## src/rtl/instr_encoder.sv

```systemverilog
// Packs operand fields and a sign-extended immediate into a 32-bit RV32/RV64 base instruction word.
// Latency: one cycle from accept to word at the head of a 2-entry output FIFO.
// Backpressure: in_ready drops when the FIFO holds two words; the head is held stable until popped.

// Small generic FIFO holding {err, instr}; flush discards content and any same-cycle push.
module instr_fifo #(
  parameter int DW    = 33,
  parameter int DEPTH = 2
) (
  input  logic          clk,
  input  logic          rst_n,
  input  logic          i_flush,
  input  logic          i_push_vld,
  input  logic [DW-1:0] i_push_dat,
  output logic          o_push_rdy,
  output logic          o_pop_vld,
  input  logic          i_pop_rdy,
  output logic [DW-1:0] o_pop_dat
);
  localparam int AW = (DEPTH > 1) ? $clog2(DEPTH) : 1;
  localparam int CW = $clog2(DEPTH + 1);

  logic [DW-1:0] r_mem [DEPTH];
  logic [AW-1:0] r_wptr;
  logic [AW-1:0] r_rptr;
  logic [CW-1:0] r_count;

  logic w_full;
  logic w_empty;
  logic w_push;
  logic w_pop;

  // Ready depends on registered occupancy only, never on the other handshake inputs.
  assign w_full     = (r_count == CW'(DEPTH));
  assign w_empty    = (r_count == '0);
  assign o_push_rdy = !w_full;
  assign o_pop_vld  = !w_empty;
  assign o_pop_dat  = w_empty ? '0 : r_mem[r_rptr];

  assign w_push = i_push_vld && !w_full && !i_flush;
  assign w_pop  = i_pop_rdy && !w_empty && !i_flush;

  function automatic logic [AW-1:0] next_ptr(input logic [AW-1:0] p);
    return (p == AW'(DEPTH - 1)) ? '0 : p + AW'(1);
  endfunction

  // Storage, pointers and occupancy; flush wins over push/pop in the same cycle.
  always_ff @(posedge clk or negedge rst_n) begin
    if (!rst_n) begin
      for (int i = 0; i < DEPTH; i++) r_mem[i] <= '0;
      r_wptr  <= '0;
      r_rptr  <= '0;
      r_count <= '0;
    end else if (i_flush) begin
      r_wptr  <= '0;
      r_rptr  <= '0;
      r_count <= '0;
    end else begin
      if (w_push) begin
        r_mem[r_wptr] <= i_push_dat;
        r_wptr        <= next_ptr(r_wptr);
      end
      if (w_pop) r_rptr <= next_ptr(r_rptr);
      case ({w_push, w_pop})
        2'b10:   r_count <= r_count + CW'(1);
        2'b01:   r_count <= r_count - CW'(1);
        default: r_count <= r_count;
      endcase
    end
  end
endmodule

module instr_encoder #(
  parameter int XLEN      = 32,
  parameter int ERR_CNT_W = 16
) (
  input  logic                 clk,
  input  logic                 rst_n,
  input  logic                 flush,
  input  logic                 in_valid,
  output logic                 in_ready,
  input  logic [2:0]           in_fmt,
  input  logic [6:0]           in_opcode,
  input  logic [4:0]           in_rd,
  input  logic [4:0]           in_rs1,
  input  logic [4:0]           in_rs2,
  input  logic [2:0]           in_funct3,
  input  logic [6:0]           in_funct7,
  input  logic [XLEN-1:0]      in_imm,
  output logic                 out_valid,
  input  logic                 out_ready,
  output logic [31:0]          out_instr,
  output logic                 out_err,
  output logic [ERR_CNT_W-1:0] err_count
);
  localparam logic [2:0] FMT_R = 3'd0;
  localparam logic [2:0] FMT_I = 3'd1;
  localparam logic [2:0] FMT_S = 3'd2;
  localparam logic [2:0] FMT_B = 3'd3;
  localparam logic [2:0] FMT_U = 3'd4;
  localparam logic [2:0] FMT_J = 3'd5;

  localparam logic [31:0] NOP_WORD = 32'h0000_0013;

  // Upper immediate slices that must be pure sign extension for each format.
  logic [XLEN-12:0] w_hi11;
  logic [XLEN-13:0] w_hi12;
  logic [XLEN-21:0] w_hi20;
  logic [XLEN-32:0] w_hi31;
  logic             w_hi11_ok;
  logic             w_hi12_ok;
  logic             w_hi20_ok;
  logic             w_hi31_ok;
  logic [31:0]      w_imm;

  logic [31:0] w_enc_instr;
  logic        w_enc_err;
  logic        w_acc;
  logic        w_cnt_inc;
  logic [32:0] w_fifo_out;

  logic [ERR_CNT_W-1:0] r_err_count;

  assign w_imm  = in_imm[31:0];
  assign w_hi11 = in_imm[XLEN-1:11];
  assign w_hi12 = in_imm[XLEN-1:12];
  assign w_hi20 = in_imm[XLEN-1:20];
  assign w_hi31 = in_imm[XLEN-1:31];

  // A slice is a valid sign extension when it is all ones or all zeros.
  assign w_hi11_ok = (&w_hi11) || !(|w_hi11);
  assign w_hi12_ok = (&w_hi12) || !(|w_hi12);
  assign w_hi20_ok = (&w_hi20) || !(|w_hi20);
  assign w_hi31_ok = (&w_hi31) || !(|w_hi31);

  // Field packing and range check; out-of-range words are still emitted with truncated fields.
  always_comb begin
    w_enc_instr = NOP_WORD;
    w_enc_err   = 1'b1;
    case (in_fmt)
      FMT_R: begin
        w_enc_instr = {in_funct7, in_rs2, in_rs1, in_funct3, in_rd, in_opcode};
        w_enc_err   = 1'b0;
      end
      FMT_I: begin
        w_enc_instr = {w_imm[11:0], in_rs1, in_funct3, in_rd, in_opcode};
        w_enc_err   = !w_hi11_ok;
      end
      FMT_S: begin
        w_enc_instr = {w_imm[11:5], in_rs2, in_rs1, in_funct3, w_imm[4:0], in_opcode};
        w_enc_err   = !w_hi11_ok;
      end
      FMT_B: begin
        w_enc_instr = {w_imm[12], w_imm[10:5], in_rs2, in_rs1, in_funct3,
                       w_imm[4:1], w_imm[11], in_opcode};
        w_enc_err   = !w_hi12_ok || w_imm[0];
      end
      FMT_U: begin
        w_enc_instr = {w_imm[31:12], in_rd, in_opcode};
        // For XLEN=32 the upper slice is a single bit and always passes.
        w_enc_err   = (w_imm[11:0] != 12'h000) || !w_hi31_ok;
      end
      FMT_J: begin
        w_enc_instr = {w_imm[20], w_imm[10:1], w_imm[11], w_imm[19:12], in_rd, in_opcode};
        w_enc_err   = !w_hi20_ok || w_imm[0];
      end
      default: begin
        w_enc_instr = NOP_WORD;
        w_enc_err   = 1'b1;
      end
    endcase
  end

  // A flushed accept is discarded entirely, so it must not count as an error either.
  assign w_acc     = in_valid && in_ready;
  assign w_cnt_inc = w_acc && w_enc_err && !flush;

  // Saturating error counter, cleared only by reset.
  always_ff @(posedge clk or negedge rst_n) begin
    if (!rst_n) begin
      r_err_count <= '0;
    end else if (w_cnt_inc && !(&r_err_count)) begin
      r_err_count <= r_err_count + ERR_CNT_W'(1);
    end
  end

  instr_fifo #(
    .DW    (33),
    .DEPTH (2)
  ) u_fifo (
    .clk        (clk),
    .rst_n      (rst_n),
    .i_flush    (flush),
    .i_push_vld (in_valid),
    .i_push_dat ({w_enc_err, w_enc_instr}),
    .o_push_rdy (in_ready),
    .o_pop_vld  (out_valid),
    .i_pop_rdy  (out_ready),
    .o_pop_dat  (w_fifo_out)
  );

  assign out_instr = w_fifo_out[31:0];
  assign out_err   = w_fifo_out[32];
  assign err_count = r_err_count;
endmodule

```

## config.mk

```make
export PLATFORM = sky130hd
export DESIGN_NAME = instr_encoder
export DESIGN_NICKNAME = d
export VERILOG_FILES = /design/src/rtl/instr_encoder.sv
export SDC_FILE = /design/constraint.sdc
export NUM_CORES = 1
export LEC_CHECK = 0
export ABC_CLOCK_PERIOD_IN_PS = 3100
export CAP_MARGIN = 20
export CORE_ASPECT_RATIO = 1.1
export CORE_UTILIZATION = 30
export DETAILED_ROUTE_END_ITERATION = 10
export SLEW_MARGIN = 20
export SYNTH_ARGS = -nofsm -noshare
export SYNTH_HDL_FRONTEND = slang
export SYNTH_HIERARCHICAL = 1
export SYNTH_SLANG_ARGS = --single-unit
```

## constraint.sdc

```tcl
create_clock -name clk -period 3.1 [get_ports clk]
set_input_delay 0.465 -clock clk [delete_from_list [all_inputs] [get_ports clk]]
set_output_delay 0.465 -clock clk [all_outputs]
set_load 0.02 [all_outputs]
```

Yosys cells after proc, flatten, opt, wreduce, memory -nomap -nowiden

Cells that the tools add are included.

Register bits: 86
Input port bits: 72
Output and inout port bits: 51
Word-level logic and storage cells: 80

Add/sub/neg operators: 5
Order comparisons: 3
Equality and inequality tests: 8
Muxes and demuxes: 17
Bitwise logic cells: 3
Reductions and logical operators: 38

Operators with widths:

| operator                                                              | number |
|---|---|
| 32-bit one-hot mux with 6 select lines                                | 1 |
| 33-bit two-way mux                                                    | 5 |
| 66-bit bitwise mux                                                    | 1 |
| 33-bit demux with 1-bit select                                        | 1 |
| 21-bit AND reduction                                                  | 1 |
| 21-bit OR reduction                                                   | 1 |
| 20-bit AND reduction                                                  | 1 |
| 20-bit OR reduction                                                   | 1 |
| 16-bit by 1-bit adder with 16-bit output, second input constant       | 1 |
| 16-bit AND reduction                                                  | 1 |
| 12-bit AND reduction                                                  | 1 |
| 12-bit nonzero test                                                   | 1 |
| 12-bit OR reduction                                                   | 1 |
| 1-bit logical NOT                                                     | 10 |
| 1-bit logical AND                                                     | 8 |
| 3-bit by 2-bit equality test with 1-bit output, second input constant | 2 |
| 3-bit equality test, second input constant                            | 2 |
| 1-bit two-way mux                                                     | 6 |
| 1-bit logical OR                                                      | 5 |
| 1-bit one-hot mux with 5 select lines                                 | 1 |
| 2-bit equality test, second input constant                            | 2 |
| 2-bit >= comparator, second input constant                            | 2 |
| 1-bit NOT with 2-bit output                                           | 2 |
| 2-bit one-hot mux with 2 select lines                                 | 1 |
| other kinds (14)                                                      | 16 |

Logic depth before layout (Yosys ltp)

Word-level depth: 9
Depth in mapped cells: 10
Gate-level depth less buffers: 8

Modules after synthesis

The synthesis kept the hierarchy.

By module, submodules not included:

| module        | instances | cells an instance | area each (um2) | seq. area each (um2) |
|---|---|---|---|---|
| instr_fifo    | 1         | 237               | 3,190.6         | 1,751.7 |
| instr_encoder | 1         | 212               | 1,605.3         | 400.4 |

Worst setup path before layout

Ideal clock, no wire load.

Path kind: register to register
Start: register u_fifo.r_count[1]
End: register r_err_count[10] (netlist: err_count[10])
Setup time: 0.129 ns
Arrival time: 2.001 ns
Data required time: 2.971 ns
Slack: 0.970 ns
Cell stages (with the launch flop): 10
Buffers on the path: 1
Period minus slack after synthesis: 2.130 ns
Path through: dfrtp_1 -> nor2b_2 -> inv_1 -> nand2_1 -> a311oi_1 -> a22oi_4 -> a21oi_4 -> buf_6 -> nand4_1 -> xnor2_1

Cells in the longest elaborated chain, start to end: 6

Ends and longest elaborated chain:

| item                            | RTL line | RTL |
|---|---|---|
| start: declaration              | 26       | `logic [CW-1:0] r_count;` |
| start signal: assignment        | 65       | `2'b10: r_count <= r_count + CW'(1);` |
| start signal: assignment        | 66       | `2'b01: r_count <= r_count - CW'(1);` |
| start signal: assignment        | 67       | `default: r_count <= r_count;` |
| 2-bit equality test             | 34       | `assign w_full = (r_count == CW'(DEPTH));` |
| 1-bit logical NOT               | 36       | `assign o_push_rdy = !w_full;` |
| net in_ready                    | 81       | `output logic in_ready,` |
| 1-bit logical AND               | 175      | `assign w_acc = in_valid && in_ready;` |
| 1-bit logical AND (2 in series) | 176      | `assign w_cnt_inc = w_acc && w_enc_err && !flush;` |
| 1-bit logical AND               | 182      | `end else if (w_cnt_inc && !(&r_err_count)) begin` |
| end signal: assignment          | 183      | `r_err_count <= r_err_count + ERR_CNT_W'(1);` |
| end: declaration                | 122      | `logic [ERR_CNT_W-1:0] r_err_count;` |

The timed path passes the listed nets, and every way through them passes these cells.
A chain may end at the register's enable or synchronous reset.

Final worst setup path

Start: register u_fifo.r_rptr
End: output out_instr[18]

Cells in the longest elaborated chain, start to end: 5

Ends and longest elaborated chain:

| item                                                   | RTL line | RTL |
|---|---|---|
| start: declaration                                     | 25       | `logic [AW-1:0] r_rptr;` |
| start signal: assignment                               | 63       | `if (w_pop) r_rptr <= next_ptr(r_rptr);` |
| 1-bit NOT with 2-bit output (not written as such)      | 38       | `assign o_pop_dat = w_empty ? '0 : r_mem[r_rptr];` |
| 33-bit two-way mux (not written as such) (3 in series) | 38       |  |
| 33-bit two-way mux                                     | 38       |  |
| end: declaration                                       | 92       | `output logic [31:0] out_instr,` |

Every way passes these cells. The select of a mux whose other input is x is not followed.

==> metrics.txt <==
outcome=finished clean; row cnt=48; reg-to-reg startpoint=u_fifo/r_count[1]$_DFFE_PN0P_; Hold Buf Count CTS=0; H-tree depth=3; Tightest Hold Check Type=input pin to asynchronous set/reset pin; Initial Util=30.6%; final setup TNS=0 ns; Root Buffer=clkbuf_16; GPL Wtd Cong=0.846; register area=0.00215 sq mm; DRT antenna net count=0; I/O Buffers=122; final period utilization=88.8%; Arr. time, crit path=2.29 ns; initial antenna violation count=0; # nets final=649; fillcell total=1531; DIE AREA=0.0165 sq mm; Die Wd=123 um; postcts setup bufs=0; endpoint class of the critical path=output pin; largest net degree at the start of global routing=52; final core occ=42.0%; Core Region=0.0157 sq mm; asr flop ratio synth=100%; Final Hold Viols=0; pwr dens=566 mW/mm^2; Post-Route WL=13500 um; CP max stage cell=dfrtp_2; max frequency=0.363 GHz; relative slew slack=55.8%; Max Clock Skew=0.00448 ns; Sink Count=86; later-pin clock latency in the skew report=0.33 ns; critical path fanouts, max=16; Max VDD drop=0.000214 V; worst-margin pin slew=0.663 ns; total of max-cap violations=0; number of DRC markers in iteration 0=249; sequential fraction of the synthesis area=44.9%; most frequent cells in the layout=clkdlybuf4s50_1, dfrtp_1, mux2_2; Remaining DRCs=0; Slew Limit Fails=0; most common cell after layout, fill and taps aside=clkdlybuf4s50_1; Synth area leaders=dfrtp_1, mux2_2, mux2i_1; Crit. Startpoint=u_fifo/r_rptr$_DFFE_PN0P_; area grow syn2layout=37.4%; Post-DP HPWL=10200 um; IO Pins=123; Overall Global Routing Usage=16.9%; vias after detailed routing=3940; Setup crit start kind=flop; vias per inst=5.04; R2R cell count=7; CTS resizes=0; multi-input logic area=0.00245 sq mm; leakage power=2.71 nW; top-area cell type share of the netlist area=44.9%; Clk pin slew, worst setup/hold paths=0.07 ns; DR WL/cell=17.2 um; CTS tree=built; crit path cell chain=buf_4 -> mux2i_1 -> nor2_1 -> clkdlybuf4s50_1; fin crit period=2.75 ns; Synth Flop Type=dfrtp_1; reg-to-reg endpoint=err_count[1]$_DFFE_PN0P_; Post-Syn Area=0.00480 sq mm; Synth Net Count=522; Die Ht=135 um; Inserted Diodes=0; vias in the first global route=4162; cell type with the largest total area after synthesis=dfrtp_1; wire length of the first global-routing pass=21400 um; Syn Inst Count=449; number of synthesized flops with an enable pin=0; RSZ-0062 raised after global routing=no; library cells used by synthesis=51; Post-DP Area=0.00626 sq mm; Warnings, synthesis=6; GRT overflow=0; Avg Synthesized Cell Area=10.7 sq um; Clock Path Buffers=2; Setup-failing EPs final=0; critical path class=flop to output pin; R2R setup slack=0.80 ns; post-route cell area=0.00659 sq mm; post-synthesis register bit count=86; First-pass DRT Iterations=4; Worst EP required=2.63 ns; total CTS buffers=9; Largest stage delay, worst path=0.69 ns; share of layout cells above drive strength 1=19.8%
[metal layers]
| metal | vias up | part of all wire [%] | global-route usage, % | wire length, um |
|---|---|---|---|---|
| met3 | 25 | 4.7 | 2.91 | 632 |
| met4 | 0 | 2.7 | 6.30 | 358 |
| li1 | 1854 | - | - | - |
| met2 | 108 | 49 | 28.0 | 6530 |
| met1 | 1953 | 44 | 21.8 | 5940 |
| met5 | - | 0 | 0 | 0 |
[final cells by class]
class / instances / area share, %
clock buffer: 9 / 3.42
clock inverter: 7 / 1.56
inverter: 12 / 0.684
multi-input combinational: 327 / 37.1
sequential: 86 / 32.7
tap: 200 / 3.80
timing repair buffer: 140 / 20.7
[stage by stage]
stage,hold WS (ns),setup WS [ns],instances,power (mW)
floorplan,0.169,0.970,449,2.12
global placement,0.467,0.382,765,2.53
detailed placement,0.475,0.330,765,2.57
CTS,0.188,0.365,781,3.76
global route,0.226,0.291,781,3.92
finish,0.170,0.348,781,3.73
[synthesized netlist by cell type (all sizes together), types with 6 or more instances]
cell	n
dfrtp	86
mux2	70
nor2	52
mux2i	41
nand2	27
o21ai	26
a21oi	15
buf	14
xnor2	13
inv	12
nand3	12
nand4	11
clkbuf	10
nor4	9
a22o	6
a22oi	6
[where the power goes]
part           internal (mW)  switching [mW]  leakage [nW]
logic                  0.543           0.453          1.46
registers               1.37           0.167          1.09
clock network          0.719           0.470         0.163
[worst max path at each step]
| stage | end | cells after the start |
|---|---|---|
| 6_report | out_instr[18] | 4 |
| 4_1_cts | out_instr[18] | 4 |
| 3_3_place_gp | err_count[15]$_DFFE_PN0P_ | 9 |
| 2_1_floorplan | err_count[10]$_DFFE_PN0P_ | 9 |
| 3_5_place_dp | err_count[12]$_DFFE_PN0P_ | 10 |
| 5_1_grt | out_instr[15] | 4 |
[worst max-delay path: cells and delay by family, from the launching register on]
family | cells | cell delay (ns)
multiplexers | 1 | 0.11
buffers and inverters | 2 | 0.98
AND/OR/NAND/NOR | 1 | 0.16
flip-flops | 1 | 0.69
[sequential cells by signal, summed over array words and instances (netlist names)]
| signal | flops |
|---|---|
| u_fifo/r_count | 2 |
| u_fifo/r_wptr | 1 |
| u_fifo/r_rptr | 1 |
| err_count | 16 |
| u_fifo/r_mem | 66 |
[logic make-up after synthesis]
group	share of synthesized area [%]
compound gates	9.03
xor+xnor	2.74
fa+ha+maj	0.261
buf+inv	4.15
flops	44.9
mux	25.0
simple gates	14.0
No activity file was read; power rests on OpenSTA's default activity.
